**config.mk**
```make
export PLATFORM = sky130hd
export DESIGN_NAME = load_queue_unit_flat
export DESIGN_NICKNAME = d
export VERILOG_FILES = /design/src/rtl/apogeo_pkg.sv /design/src/rtl/load_interface.sv /design/src/rtl/load_data_slicer.sv /design/src/rtl/load_queue_unit.sv /design/src/flat_wrapper.sv
export SDC_FILE = /design/constraint.sdc
export NUM_CORES = 1
export LEC_CHECK = 0
export CAP_MARGIN = 20
export CORE_ASPECT_RATIO = 0.8
export CORE_MARGIN = 3
export CORE_UTILIZATION = 50
export DETAILED_ROUTE_END_ITERATION = 7
export PLACE_DENSITY = 0.75
export SKIP_CTS_REPAIR_TIMING = 1
export SYNTH_ARGS = -nofsm -noshare
export SYNTH_HDL_FRONTEND = slang
export SYNTH_SLANG_ARGS = --single-unit
```
**constraint.sdc**
```tcl
create_clock -name clk_i -period 6.1 [get_ports clk_i]
set_clock_uncertainty 0.1 [all_clocks]
set_input_delay 1.22 -clock clk_i [delete_from_list [all_inputs] [get_ports clk_i]]
set_output_delay 1.22 -clock clk_i [all_outputs]
set_load 0.01 [all_outputs]
```
**src/rtl/apogeo_pkg.sv**
```systemverilog
// -----------------------------------------------------------------------------
// apogeo_pkg
// Shared types for the load path: data word, load micro-op, access width,
// load queue entry, private address region bounds and small decode helpers.
// -----------------------------------------------------------------------------
package apogeo_pkg;

    typedef logic [31:0] data_word_t;

    typedef enum logic [1:0] {
        LDB = 2'b00,
        LDH = 2'b01,
        LDW = 2'b10
    } ldu_op_t;

    typedef struct packed {
        ldu_op_t uop;
        logic    signed_load;
    } ldu_uop_t;

    typedef enum logic [1:0] {
        WIDTH_BYTE = 2'b00,
        WIDTH_HALF = 2'b01,
        WIDTH_WORD = 2'b10
    } store_width_t;

    localparam data_word_t PRIVATE_REGION_START = 32'h8000_0000;
    localparam data_word_t PRIVATE_REGION_END   = 32'h8000_FFFF;

    typedef struct packed {
        logic       valid;
        ldu_op_t    uop;
        logic       signed_load;
        logic [1:0] offset;
        logic       misaligned;
        logic       illegal;
        logic       mem_pending;
        logic       done;
        data_word_t data;
    } load_queue_entry_t;

    function automatic store_width_t uop_to_width(input ldu_op_t op);
        unique case (op)
            LDB:     return WIDTH_BYTE;
            LDH:     return WIDTH_HALF;
            default: return WIDTH_WORD;
        endcase
    endfunction

    function automatic logic is_misaligned(input ldu_op_t op, input logic [1:0] off);
        unique case (op)
            LDB:     return 1'b0;
            LDH:     return off[0];
            default: return off != 2'b00;
        endcase
    endfunction

endpackage

```
**src/rtl/load_interface.sv**
```systemverilog
// -----------------------------------------------------------------------------
// load_interface
// Memory load channel: request/address from the load unit, valid/data back
// from memory (responses return in request order).
// -----------------------------------------------------------------------------
interface load_interface;
    logic                   request;
    apogeo_pkg::data_word_t address;
    logic                   valid;
    apogeo_pkg::data_word_t data;

    modport master(output request, output address, input valid, input data);
    modport slave (input request, input address, output valid, output data);
endinterface

```
**src/rtl/load_data_slicer.sv**
```systemverilog
// -----------------------------------------------------------------------------
// load_data_slicer
// Combinational byte/halfword selection and sign/zero extension of a loaded
// word.
// Ports: uop_i (load kind), signed_i (sign-extend), offset_i (address[1:0]),
//        data_i (raw word), data_o (extended result).
// -----------------------------------------------------------------------------
module load_data_slicer
    import apogeo_pkg::*;
(
    input  ldu_op_t    uop_i,
    input  logic       signed_i,
    input  logic [1:0] offset_i,
    input  data_word_t data_i,
    output data_word_t data_o
);

    logic [7:0]  byte_sel;
    logic [15:0] half_sel;

    always_comb begin
        unique case (offset_i)
            2'd0:    byte_sel = data_i[7:0];
            2'd1:    byte_sel = data_i[15:8];
            2'd2:    byte_sel = data_i[23:16];
            default: byte_sel = data_i[31:24];
        endcase
        half_sel = offset_i[1] ? data_i[31:16] : data_i[15:0];

        unique case (uop_i)
            LDB:     data_o = {{24{signed_i & byte_sel[7]}}, byte_sel};
            LDH:     data_o = {{16{signed_i & half_sel[15]}}, half_sel};
            default: data_o = data_i;
        endcase
    end

endmodule

```
**src/rtl/load_queue_unit.sv**
```systemverilog
// -----------------------------------------------------------------------------
// load_queue_unit
// In-order load queue: accepts load ops, checks alignment/privilege, optionally
// takes store-buffer forwarded data, issues memory requests, fills entries from
// in-order memory responses and retires results in program order.
// Optional feature: define LOAD_QUEUE_FORWARDING_EN to use foward_match_i /
// foward_data_i; otherwise every legal op goes to memory.
// Ports: clk_i, rst_n_i (async active-low), stall_i, privilege_i (1=machine),
//        valid_operation_i/operation_i/load_address_i (op in), ready_o,
//        load_channel (memory master), foward_match_i/foward_data_i,
//        load_size_o, buffer_wait_i, data_loaded_o/data_valid_o/misaligned_o/
//        illegal_access_o (retire result), idle_o.
// -----------------------------------------------------------------------------
module load_queue_unit
    import apogeo_pkg::*;
#(
    parameter int unsigned DEPTH = 4
) (
    input  logic                 clk_i,
    input  logic                 rst_n_i,
    input  logic                 stall_i,
    input  logic                 privilege_i,
    input  logic                 valid_operation_i,
    input  ldu_uop_t             operation_i,
    input  data_word_t           load_address_i,
    output logic                 ready_o,
    load_interface.master        load_channel,
    input  logic                 foward_match_i,
    input  data_word_t           foward_data_i,
    output store_width_t         load_size_o,
    input  logic                 buffer_wait_i,
    output data_word_t           data_loaded_o,
    output logic                 data_valid_o,
    output logic                 misaligned_o,
    output logic                 illegal_access_o,
    output logic                 idle_o
);

    localparam int unsigned PTR_W = (DEPTH > 1) ? $clog2(DEPTH) : 1;
    localparam int unsigned CNT_W = $clog2(DEPTH + 1);
    localparam logic [CNT_W-1:0] DEPTH_C = CNT_W'(DEPTH);

    load_queue_entry_t entries_q [DEPTH];
    load_queue_entry_t entries_d [DEPTH];
    load_queue_entry_t head_entry;
    logic [PTR_W-1:0]  head_q, head_d, tail_q, tail_d, mem_ptr, scan_idx;
    logic [CNT_W-1:0]  count_q, count_d;
    logic              mem_found, resp_fill, retire;
    logic              accept, misaligned, illegal, exception, fwd_hit, need_mem;
    data_word_t        acc_data, sliced_data;
    data_word_t        data_loaded_q, data_loaded_d;
    logic              data_valid_q, data_valid_d;
    logic              misaligned_q, misaligned_d, illegal_q, illegal_d;

`ifdef LOAD_QUEUE_FORWARDING_EN
    assign fwd_hit = foward_match_i;
`else
    logic unused_fwd;
    assign unused_fwd = ^{foward_match_i, foward_data_i};
    assign fwd_hit    = 1'b0;
`endif

    assign ready_o    = (count_q < DEPTH_C) & ~buffer_wait_i;
    assign accept     = valid_operation_i & ready_o;
    assign misaligned = is_misaligned(operation_i.uop, load_address_i[1:0]);
    assign illegal    = ~privilege_i & (load_address_i >= PRIVATE_REGION_START)
                                     & (load_address_i <= PRIVATE_REGION_END);
    assign exception  = misaligned | illegal;
    assign need_mem   = accept & ~exception & ~fwd_hit;
    assign acc_data   = (!exception && fwd_hit) ? foward_data_i : '0;

    assign load_channel.request = need_mem;
    assign load_channel.address = load_address_i;
    assign load_size_o          = uop_to_width(operation_i.uop);

    // Valid entries are contiguous from head, so the first memory-pending one
    // found scanning from head is the oldest outstanding request.
    always_comb begin
        mem_found = 1'b0;
        mem_ptr   = head_q;
        scan_idx  = head_q;
        for (int unsigned i = 0; i < DEPTH; i++) begin
            scan_idx = head_q + PTR_W'(i);
            if (!mem_found && entries_q[scan_idx].valid && entries_q[scan_idx].mem_pending) begin
                mem_found = 1'b1;
                mem_ptr   = scan_idx;
            end
        end
    end

    assign resp_fill = load_channel.valid & mem_found;

    // Fills and allocation are applied before the head is examined, so an
    // entry completed this cycle at the head retires in the same cycle.
    always_comb begin
        entries_d = entries_q;
        if (resp_fill) begin
            entries_d[mem_ptr].data        = load_channel.data;
            entries_d[mem_ptr].done        = 1'b1;
            entries_d[mem_ptr].mem_pending = 1'b0;
        end
        if (accept) begin
            entries_d[tail_q] = '{valid: 1'b1, uop: operation_i.uop,
                                  signed_load: operation_i.signed_load,
                                  offset: load_address_i[1:0], misaligned: misaligned,
                                  illegal: illegal, mem_pending: need_mem,
                                  done: ~need_mem, data: acc_data};
        end
        head_entry = entries_d[head_q];
        retire     = head_entry.valid & head_entry.done & ~stall_i;
        if (retire) begin
            entries_d[head_q].valid = 1'b0;
        end
    end

    assign head_d  = head_q + PTR_W'(retire);
    assign tail_d  = tail_q + PTR_W'(accept);
    assign count_d = count_q + CNT_W'(accept) - CNT_W'(retire);

    load_data_slicer u_slicer (
        .uop_i    (head_entry.uop),
        .signed_i (head_entry.signed_load),
        .offset_i (head_entry.offset),
        .data_i   (head_entry.data),
        .data_o   (sliced_data)
    );

    always_comb begin
        data_valid_d  = retire;
        data_loaded_d = data_loaded_q;
        misaligned_d  = misaligned_q;
        illegal_d     = illegal_q;
        if (retire) begin
            misaligned_d  = head_entry.misaligned;
            illegal_d     = head_entry.illegal;
            data_loaded_d = (head_entry.misaligned | head_entry.illegal) ? '0 : sliced_data;
        end
    end

    always_ff @(posedge clk_i or negedge rst_n_i) begin
        if (!rst_n_i) begin
            for (int unsigned i = 0; i < DEPTH; i++) begin
                entries_q[i] <= '0;
            end
            head_q        <= '0;
            tail_q        <= '0;
            count_q       <= '0;
            data_loaded_q <= '0;
            data_valid_q  <= 1'b0;
            misaligned_q  <= 1'b0;
            illegal_q     <= 1'b0;
        end else begin
            entries_q     <= entries_d;
            head_q        <= head_d;
            tail_q        <= tail_d;
            count_q       <= count_d;
            data_loaded_q <= data_loaded_d;
            data_valid_q  <= data_valid_d;
            misaligned_q  <= misaligned_d;
            illegal_q     <= illegal_d;
        end
    end

    assign data_loaded_o    = data_loaded_q;
    assign data_valid_o     = data_valid_q;
    assign misaligned_o     = misaligned_q;
    assign illegal_access_o = illegal_q;
    assign idle_o           = (count_q == '0) & ~data_valid_q;

endmodule

```
**src/flat_wrapper.sv**
```systemverilog
// flat-port wrapper written by rule: the top's interface ports become plain ports
module load_queue_unit_flat import apogeo_pkg::*;
#(
    parameter int unsigned DEPTH = 4
)
  (clk_i, rst_n_i, stall_i, privilege_i, valid_operation_i, operation_i, load_address_i, ready_o, foward_match_i, foward_data_i, load_size_o, buffer_wait_i, data_loaded_o, data_valid_o, misaligned_o, illegal_access_o, idle_o, load_channel_request, load_channel_address, load_channel_valid, load_channel_data);
  load_interface load_channel_i ();
  input  logic clk_i;
  input  logic rst_n_i;
  input  logic stall_i;
  input  logic privilege_i;
  input  logic valid_operation_i;
  input  ldu_uop_t operation_i;
  input  data_word_t load_address_i;
  output logic ready_o;
  input  logic foward_match_i;
  input  data_word_t foward_data_i;
  output store_width_t load_size_o;
  input  logic buffer_wait_i;
  output data_word_t data_loaded_o;
  output logic data_valid_o;
  output logic misaligned_o;
  output logic illegal_access_o;
  output logic idle_o;
  output wire logic [$bits(load_channel_i.request)-1:0] load_channel_request;
  output wire logic [$bits(load_channel_i.address)-1:0] load_channel_address;
  input wire logic [$bits(load_channel_i.valid)-1:0] load_channel_valid;
  input wire logic [$bits(load_channel_i.data)-1:0] load_channel_data;
  assign load_channel_request = load_channel_i.request;
  assign load_channel_address = load_channel_i.address;
  assign load_channel_i.valid = load_channel_valid;
  assign load_channel_i.data = load_channel_data;
  load_queue_unit #(.DEPTH(DEPTH)) u_core (.clk_i(clk_i), .rst_n_i(rst_n_i), .stall_i(stall_i), .privilege_i(privilege_i), .valid_operation_i(valid_operation_i), .operation_i(operation_i), .load_address_i(load_address_i), .ready_o(ready_o), .load_channel(load_channel_i), .foward_match_i(foward_match_i), .foward_data_i(foward_data_i), .load_size_o(load_size_o), .buffer_wait_i(buffer_wait_i), .data_loaded_o(data_loaded_o), .data_valid_o(data_valid_o), .misaligned_o(misaligned_o), .illegal_access_o(illegal_access_o), .idle_o(idle_o));
endmodule
```
==> results by group, run 1 <==
Yosys
  – EDFF count, synth: 0
  – Post-Syn Instances: 1,148
  – Synth async-reset ratio: 100%
  – Syn avg cell area: roughly 9.8 um2
  – Ys flop type: dfrtp_1
  – Synth cell types: between 70 and 80
  – YS warnings: 0
  – Syn nets: 1,264
  – Flop and latch count out of synthesis: between 200 and 250
  – Syn Std Cell Area: between 0.01 and 0.015 mm2
  – Sequential area share after synthesis: a little under half

Detailed routing
  – DR pass1 iterations: 5
  – Post-route ant nets: 0
  – Vias: ~9,500
  – DR vias/cell: around 6.3
  – Routed WL per cell: 22.1 um
  – Residual DRC count: 0
  – Initial DRC count: around 1,200
  – Final WL: 33.5 mm

Final layout
  – # nets final: approximately 1,300
  – Seq. cell area: around 0.0053 mm2
  – Ant. Diodes: 0
  – Finished Cell Area: around 0.013 mm2
  – Multi-input gate area: roughly 0.0053 mm2
  – Share of cells above drive strength 1: 8.31%
  – Fill cells: between 1,500 and 2,000
  – Area grow syn2layout: 16.8%
  – Final Instance Count excl. Fillers: 1,516

Min path
  – Hold path start: u_core.entries_q[80]
  – Hold depth: 2
  – Hold Path Class: reg2reg
  – Hold path endpoint: u_core.entries_q[80]

STA
  – Max-slew headroom: ~30%
  – Final Cycle Share: 85.6%
  – Fmax: 191 MHz
  – Slew Viols, Final: 0
  – Final hold violation count: 0
  – Tightest Pin Transition: ~1.1 ns
  – Setup-failing EPs final: 0
  – Final min period: roughly 5.2 ns
  – Fin Setup TNS: 0 ns
  – RSZ-0062 raised after global routing: false

Setup path
  – Data required time of the worst path: around 6.4 ns
  – R2r worst-path depth: 12
  – R2R Setup Slk: 0.88 ns
  – CP max FO: 16
  – Reg2reg end: u_core.data_loaded_o[22]
  – Crit end category: flop
  – CP max stage delay: approximately 0.70 ns
  – CP Cell Sequence: inv_1 -> ha_1 -> a211o_1 -> a222oi_1 -> o211ai_1 -> and4b_2 -> buf_4 -> mux2i_1 -> nor2_1 -> a211oi_1 -> nand2_1 -> a32o_1
  – Worst path buffer plus inverter count: 2
  – Cell depth of the worst setup path: 12
  – Reg2Reg Launch Point: u_core.head_q[1]
  – CP startpoint kind: flop
  – Top Family by Delay on Critical Path: compound AO/OA/AOI/OAI gates
  – CP arrival: around 5.5 ns
  – Critical-path top delay cell: and4b_2
  – CP Class: reg2reg

Pwr
  – Internal: approximately 0.0042 W
  – Peak supply drop: 263 uV
  – Sw Pwr: roughly 0.0033 W
  – Combinational power share: between 50 and 60%
  – Leak: 5.59 nW
  – Clock power frac: 17.3%
  – Sequential share of power: between 30 and 40%
  – Pwr/cell area: ~570 mW/mm2
  – Net Sw Frac: between 40% and 50%

Placed design
  – Final GP Congestion: ~0.91
  – DP Cell Count: between 1,000 and 1,500
  – DP Wirelength: about 22 mm
  – Area post-placement: ~0.012 mm2
  – IO buf count: between 100 and 150

Clock network
  – Insertion delay to the later sink of the worst-skew pair: 0.52 ns
  – H-tree levels: 1
  – CTS max path bufs: 3
  – Num Clock Sinks: 210
  – CTS tree: built
  – Clk slew on worst S/H paths: around 0.060 ns
  – Total CTS buffers: 23
  – Root buf cell: clkbuf_16

Job
  – Max-Cap Viols: 0

Global routing
  – Grt total ovfl: 0
  – Global-route wire length before repair: 52.9 mm
  – Vias in the first global route: 9,229
  – GRT Overall Usage: between 20% and 30%
  – Largest net degree at the start of global routing: roughly 130
  – Initial antenna violation count: 0

Floorplan
  – Initial core utilization: between 50% and 60%
  – Chip height: 140 um
  – Placeable Area: between 0.02 and 0.025 mm2
  – Num rows: 48
  – Die area: roughly 0.024 mm2
  – Die width: around 170 um
  – Ports: 179

Status
  – Outcome: finished clean
-- cell families (layout without fill, tap and decap cells) --
group                    after synthesis  count (layout)  synth area share [%]
AND/OR/NAND/NOR                      410             410                  16.0
AO/OA/AOI/OAI                        226             226                  15.1
flip-flops                           210             210                  46.8
multiplexers                         148             148                  13.9
buffers and inverters                140             208                  6.77
adder cells (fa/ha/maj)                9               9                  1.07
XOR/XNOR                               5               5                 0.390
-- per-layer routing --
metal  vias up  share of wire [%]  GRT usage (%)
li1       4202                  -              -
met1      4688                 44           40.5
met2       544                 44           40.8
met3        89                8.9           4.85
met4         0                2.7           6.91
met5         -                  0              0
-- synthesized netlist by cell type (4+ instances only) --
cell type  instances  area share, %
dfrtp_1          210             47
nor2_1           184            6.2
mux2i_1          133             12
nand2_1          124            4.1
buf_4             39            2.6
clkbuf_1          39            1.3
o22ai_1           30            1.7
a21oi_1           29            1.3
nor3_1            29            1.3
a32o_1            26            2.3
o21ai_0           26            1.2
buf_2             23            1.0
inv_1             21           0.70
nand3_1           20           0.89
o31ai_1           16            1.1
a221oi_1          11           0.86
nand4_1           11           0.61
mux2_2             9           0.90
o21ai_1            9           0.40
o32ai_1            9           0.70
a211o_1            8           0.62
a211oi_1           8           0.53
buf_6              8           0.80
ha_1               8           0.89
o211ai_1           8           0.53
buf_1              7           0.23
a31oi_1            6           0.33
and2_1             6           0.33
a22oi_1            5           0.33
and3_1             5           0.28
mux4_2             5            1.0
nor4_1             5           0.28
nand2b_1           4           0.22
-- worst reg2reg max path: cells and delay by family, from the launching register on --
kind	cells	cell delay [ns]
adders and majority gates	1	0.42
AOI/OAI and AO/OA	5	2.20
and+or+nand+nor	3	0.95
muxes	1	0.22
buffers and inverters	2	0.83
DFF	1	0.40
-- how the worst max path moves through the flow --
stage | from | slack (ns) | endpoint
after detailed placement | buffer_wait_i | 0.87 | u_core.data_loaded_o[29]
after floorplan | u_core.head_q[0] | 0.96 | u_core.count_q[2]
after global routing | u_core.head_q[1] | 0.69 | u_core.data_loaded_o[16]
after CTS | u_core.head_q[1] | 1.05 | u_core.data_loaded_o[22]
after global placement | buffer_wait_i | 0.94 | u_core.data_loaded_o[29]
final | u_core.head_q[1] | 0.88 | u_core.data_loaded_o[22]
-- power by group through the flow --
stage	sequential, W	clock, W	combinational, W
floorplan	0.00219	0	0.00268
global placement	0.00227	0	0.00369
detailed placement	0.00229	0	0.00379
CTS	0.00227	0.00131	0.00382
global route	0.00234	0.00136	0.00423
finish	0.00228	0.00130	0.00391
-- layout by cell type, fill, tap and decap left out, types with 4 or more instances in the layout --
master / count
a211o_1: 8
a211oi_1: 8
a21oi_1: 27
a221oi_1: 11
a22oi_1: 5
a31oi_1: 6
a32o_1: 26
and2_1: 6
and3_1: 5
buf_4: 26
clkbuf_1: 7
clkbuf_16: 23
clkbuf_8: 5
clkdlybuf4s50_1: 116
dfrtp_1: 209
ha_1: 8
inv_1: 21
mux2_2: 9
mux2i_1: 133
mux4_2: 5
nand2_1: 124
nand2b_1: 4
nand3_1: 20
nand4_1: 11
nor2_1: 180
nor2_4: 4
nor3_1: 29
nor4_1: 5
o211ai_1: 8
o21ai_0: 26
o21ai_1: 9
o22ai_1: 30
o31ai_1: 16
o32ai_1: 9
-- cell type report --
class | count | share of cell area, %
multi-input combinational | 798 | 40.2
timing repair buffer | 146 | 10.9
clock inverter | 4 | 0.229
clock buffer | 34 | 5.01
inverter | 24 | 0.687
tap | 300 | 2.86
sequential | 210 | 40.1
-- state kept, by name, indices dropped and copies added, names as in the netlist --
name and cells:
u_core.data_loaded_o 32, u_core.entries_q 168, u_core.illegal_access_o 1, u_core.head_q 2, u_core.tail_q 2, u_core.count_q 3, u_core.data_valid_o 1, u_core.misaligned_o 1
-- per-stage QoR --
| stage | setup slack [ns] | util [%] | total power (W) | hold WS (ns) |
|---|---|---|---|---|
| detailed placement | 0.872 | 57.0 | 0.00608 | 0.358 |
| floorplan | 0.958 | - | 0.00488 | 0.336 |
| global placement | 0.943 | 57.0 | 0.00596 | 0.353 |
| finish | 0.877 | 60.1 | 0.00749 | 0.370 |
| global route | 0.693 | 60.1 | 0.00793 | 0.407 |
| CTS | 1.05 | 60.1 | 0.00740 | 0.377 |
Power figures use the tool's default switching activity.
==> run 2, diff against run 1 <==
- CORE_MARGIN: 3 -> 1
- CORE_UTILIZATION: 50 -> 54
- PLACE_DENSITY: 0.75 -> 0.8
- SKIP_LAST_GASP: not set -> 1
==> results by group, run 2 (synthesis results as in run 1) <==
Placed design
  – DP Wirelength: between 20 and 25 mm
  – DP Cell Count: between 1,000 and 1,500
  – Final GP Congestion: approximately 0.94
  – IO buf count: ~120

STA
  – Setup-failing EPs final: 0
  – Max-slew headroom: about 40%
  – Final hold violation count: 0
  – Tightest Pin Transition: 0.858 ns
  – RSZ-0062 raised after global routing: false
  – Fmax: ~190 MHz
  – Slew Viols, Final: 0
  – Final Cycle Share: just under 90%
  – Final min period: 5.31 ns
  – Worst hold margin: between 0.3 and 0.4 ns
  – Fin Setup TNS: 0 ns

Detailed routing
  – Residual DRC count: 0
  – Final WL: 33.0 mm
  – Vias: between 9,000 and 10,000
  – Post-route ant nets: 0
  – DR pass1 iterations: 5
  – Routed WL per cell: 22.3 um
  – DR vias/cell: around 6.4
  – Initial DRC count: 1,315

Clock network
  – Insertion delay to the later sink of the worst-skew pair: 0.51 ns
  – CTS max path bufs: 3
  – Total CTS buffers: 22
  – CTS tree: built
  – Root buf cell: clkbuf_16
  – H-tree levels: 1
  – Clk slew on worst S/H paths: approximately 0.07 ns
  – Num Clock Sinks: 210

Min path
  – Hold depth: 2
  – Hold Path Class: reg2reg

Pwr
  – Leak: 5.60 nW
  – Sw Pwr: approximately 0.0033 W
  – Combinational power share: between 50% and 60%
  – Internal: 0.00422 W
  – Sequential share of power: a little under a third
  – Clock power frac: between 10% and 20%
  – Net Sw Frac: about 44%
  – Peak supply drop: 344 uV
  – Pwr/cell area: ~580 mW/mm2

Setup path
  – CP arrival: ~5.7 ns
  – CP startpoint kind: flop
  – CP max FO: 30
  – Data required time of the worst path: roughly 6.5 ns
  – Crit end category: flop
  – R2r worst-path depth: 13
  – CP Class: reg2reg

Floorplan
  – Ports: roughly 180
  – Chip height: between 100 and 150 um
  – Num rows: 46
  – Die area: roughly 0.021 mm2
  – Placeable Area: 0.0201 mm2
  – Die width: approximately 160 um
  – Initial core utilization: about 56%

Final layout
  – Fill cells: between 1,500 and 2,000
  – Most frequent cells in the layout: 209 x dfrtp_1, 180 x nor2_1, 133 x mux2i_1, 124 x nand2_1, 116 x clkdlybuf4s50_1
  – Final Instance Count excl. Fillers: around 1,500
  – Ant. Diodes: 0
  – Max reg flops: between 150 and 200
  – Leading cell type in the layout, fill and taps excluded: dfrtp_1
  – Area grow syn2layout: 16.6%
  – Share of cells above drive strength 1: 8.55%
  – # nets final: approximately 1,300
  – Largest reg by FF count: u_core.entries_q

Global routing
  – Initial antenna violation count: 0
  – GRT Overall Usage: 31.0%
  – Vias in the first global route: just over 9,000
  – Grt total ovfl: 0
  – Largest net degree at the start of global routing: between 100 and 150
  – Global-route wire length before repair: 51.0 mm

Status
  – Outcome: finished clean

Job
  – Max-Cap Viols: 0
==> run 2: layout make-up <==
cell class              instances  area [um2]  area share [%]
clock buffers                  33         673            5.14
flip-flops and latches        210        5260            40.2
well taps                     264         330            2.52
repair buffers                145        1410            10.8
inverters                      24        90.1           0.688
clock inverters                 6        57.6           0.440
multi-input cells             798        5270            40.3
==> run 2: power by group through the flow <==
stage | combinational (W) | sequential [W] | clock (W)
after global routing | 0.00418 | 0.00234 | 0.00142
after CTS | 0.00380 | 0.00228 | 0.00137
after floorplan | 0.00268 | 0.00219 | 0
final | 0.00391 | 0.00230 | 0.00136
after global placement | 0.00363 | 0.00227 | 0
after detailed placement | 0.00375 | 0.00230 | 0
==> run 2: final timing paths <==
check | start | endpoint | slack (ns)
max | u_core.head_q[0] | u_core.data_loaded_o[13] | 0.79
max reg2reg | u_core.head_q[0] | u_core.data_loaded_o[13] | 0.79
max in group asynchronous | rst_n_i | u_core.entries_q[143] | 4.13
min reg2reg | u_core.illegal_access_o | u_core.illegal_access_o | 0.38
min | u_core.illegal_access_o | u_core.illegal_access_o | 0.38
min in group asynchronous | rst_n_i | u_core.entries_q[80] | 0.65
==> run 2: per-layer routing <==
metal  up-vias  part of all wire [%]  track usage (%)
met5         -                     0                0
met4         0                   2.4             9.68
met3        77                    11             7.61
met2       570                    45             47.3
met1      4681                    41             43.7
li1       4201                     -                -
==> run 2: critical path, stage by stage, from the launching register on <==
cell      delay [ns]
dfrtp_1         0.74
inv_1           0.15
ha_1            0.41
a211o_1         0.29
a222oi_1        0.66
o211ai_1        0.27
and4b_2         0.79
nor2_1          0.13
o211ai_1        0.20
nand4_1         0.20
buf_4           0.30
nor2_2          0.45
buf_4           0.32
a32o_1          0.21
==> run 2: through the flow <==
stage | area [um2] | total power (W) | worst slack (ns) | util, %
after floorplan | 11200 | 0.00488 | 0.958 | -
after global placement | 12400 | 0.00591 | 0.873 | 61.5
after detailed placement | 12400 | 0.00605 | 0.784 | 61.5
after CTS | 13100 | 0.00745 | 0.877 | 65.2
after global routing | 13100 | 0.00794 | 0.518 | 65.2
final | 13100 | 0.00756 | 0.789 | 65.2
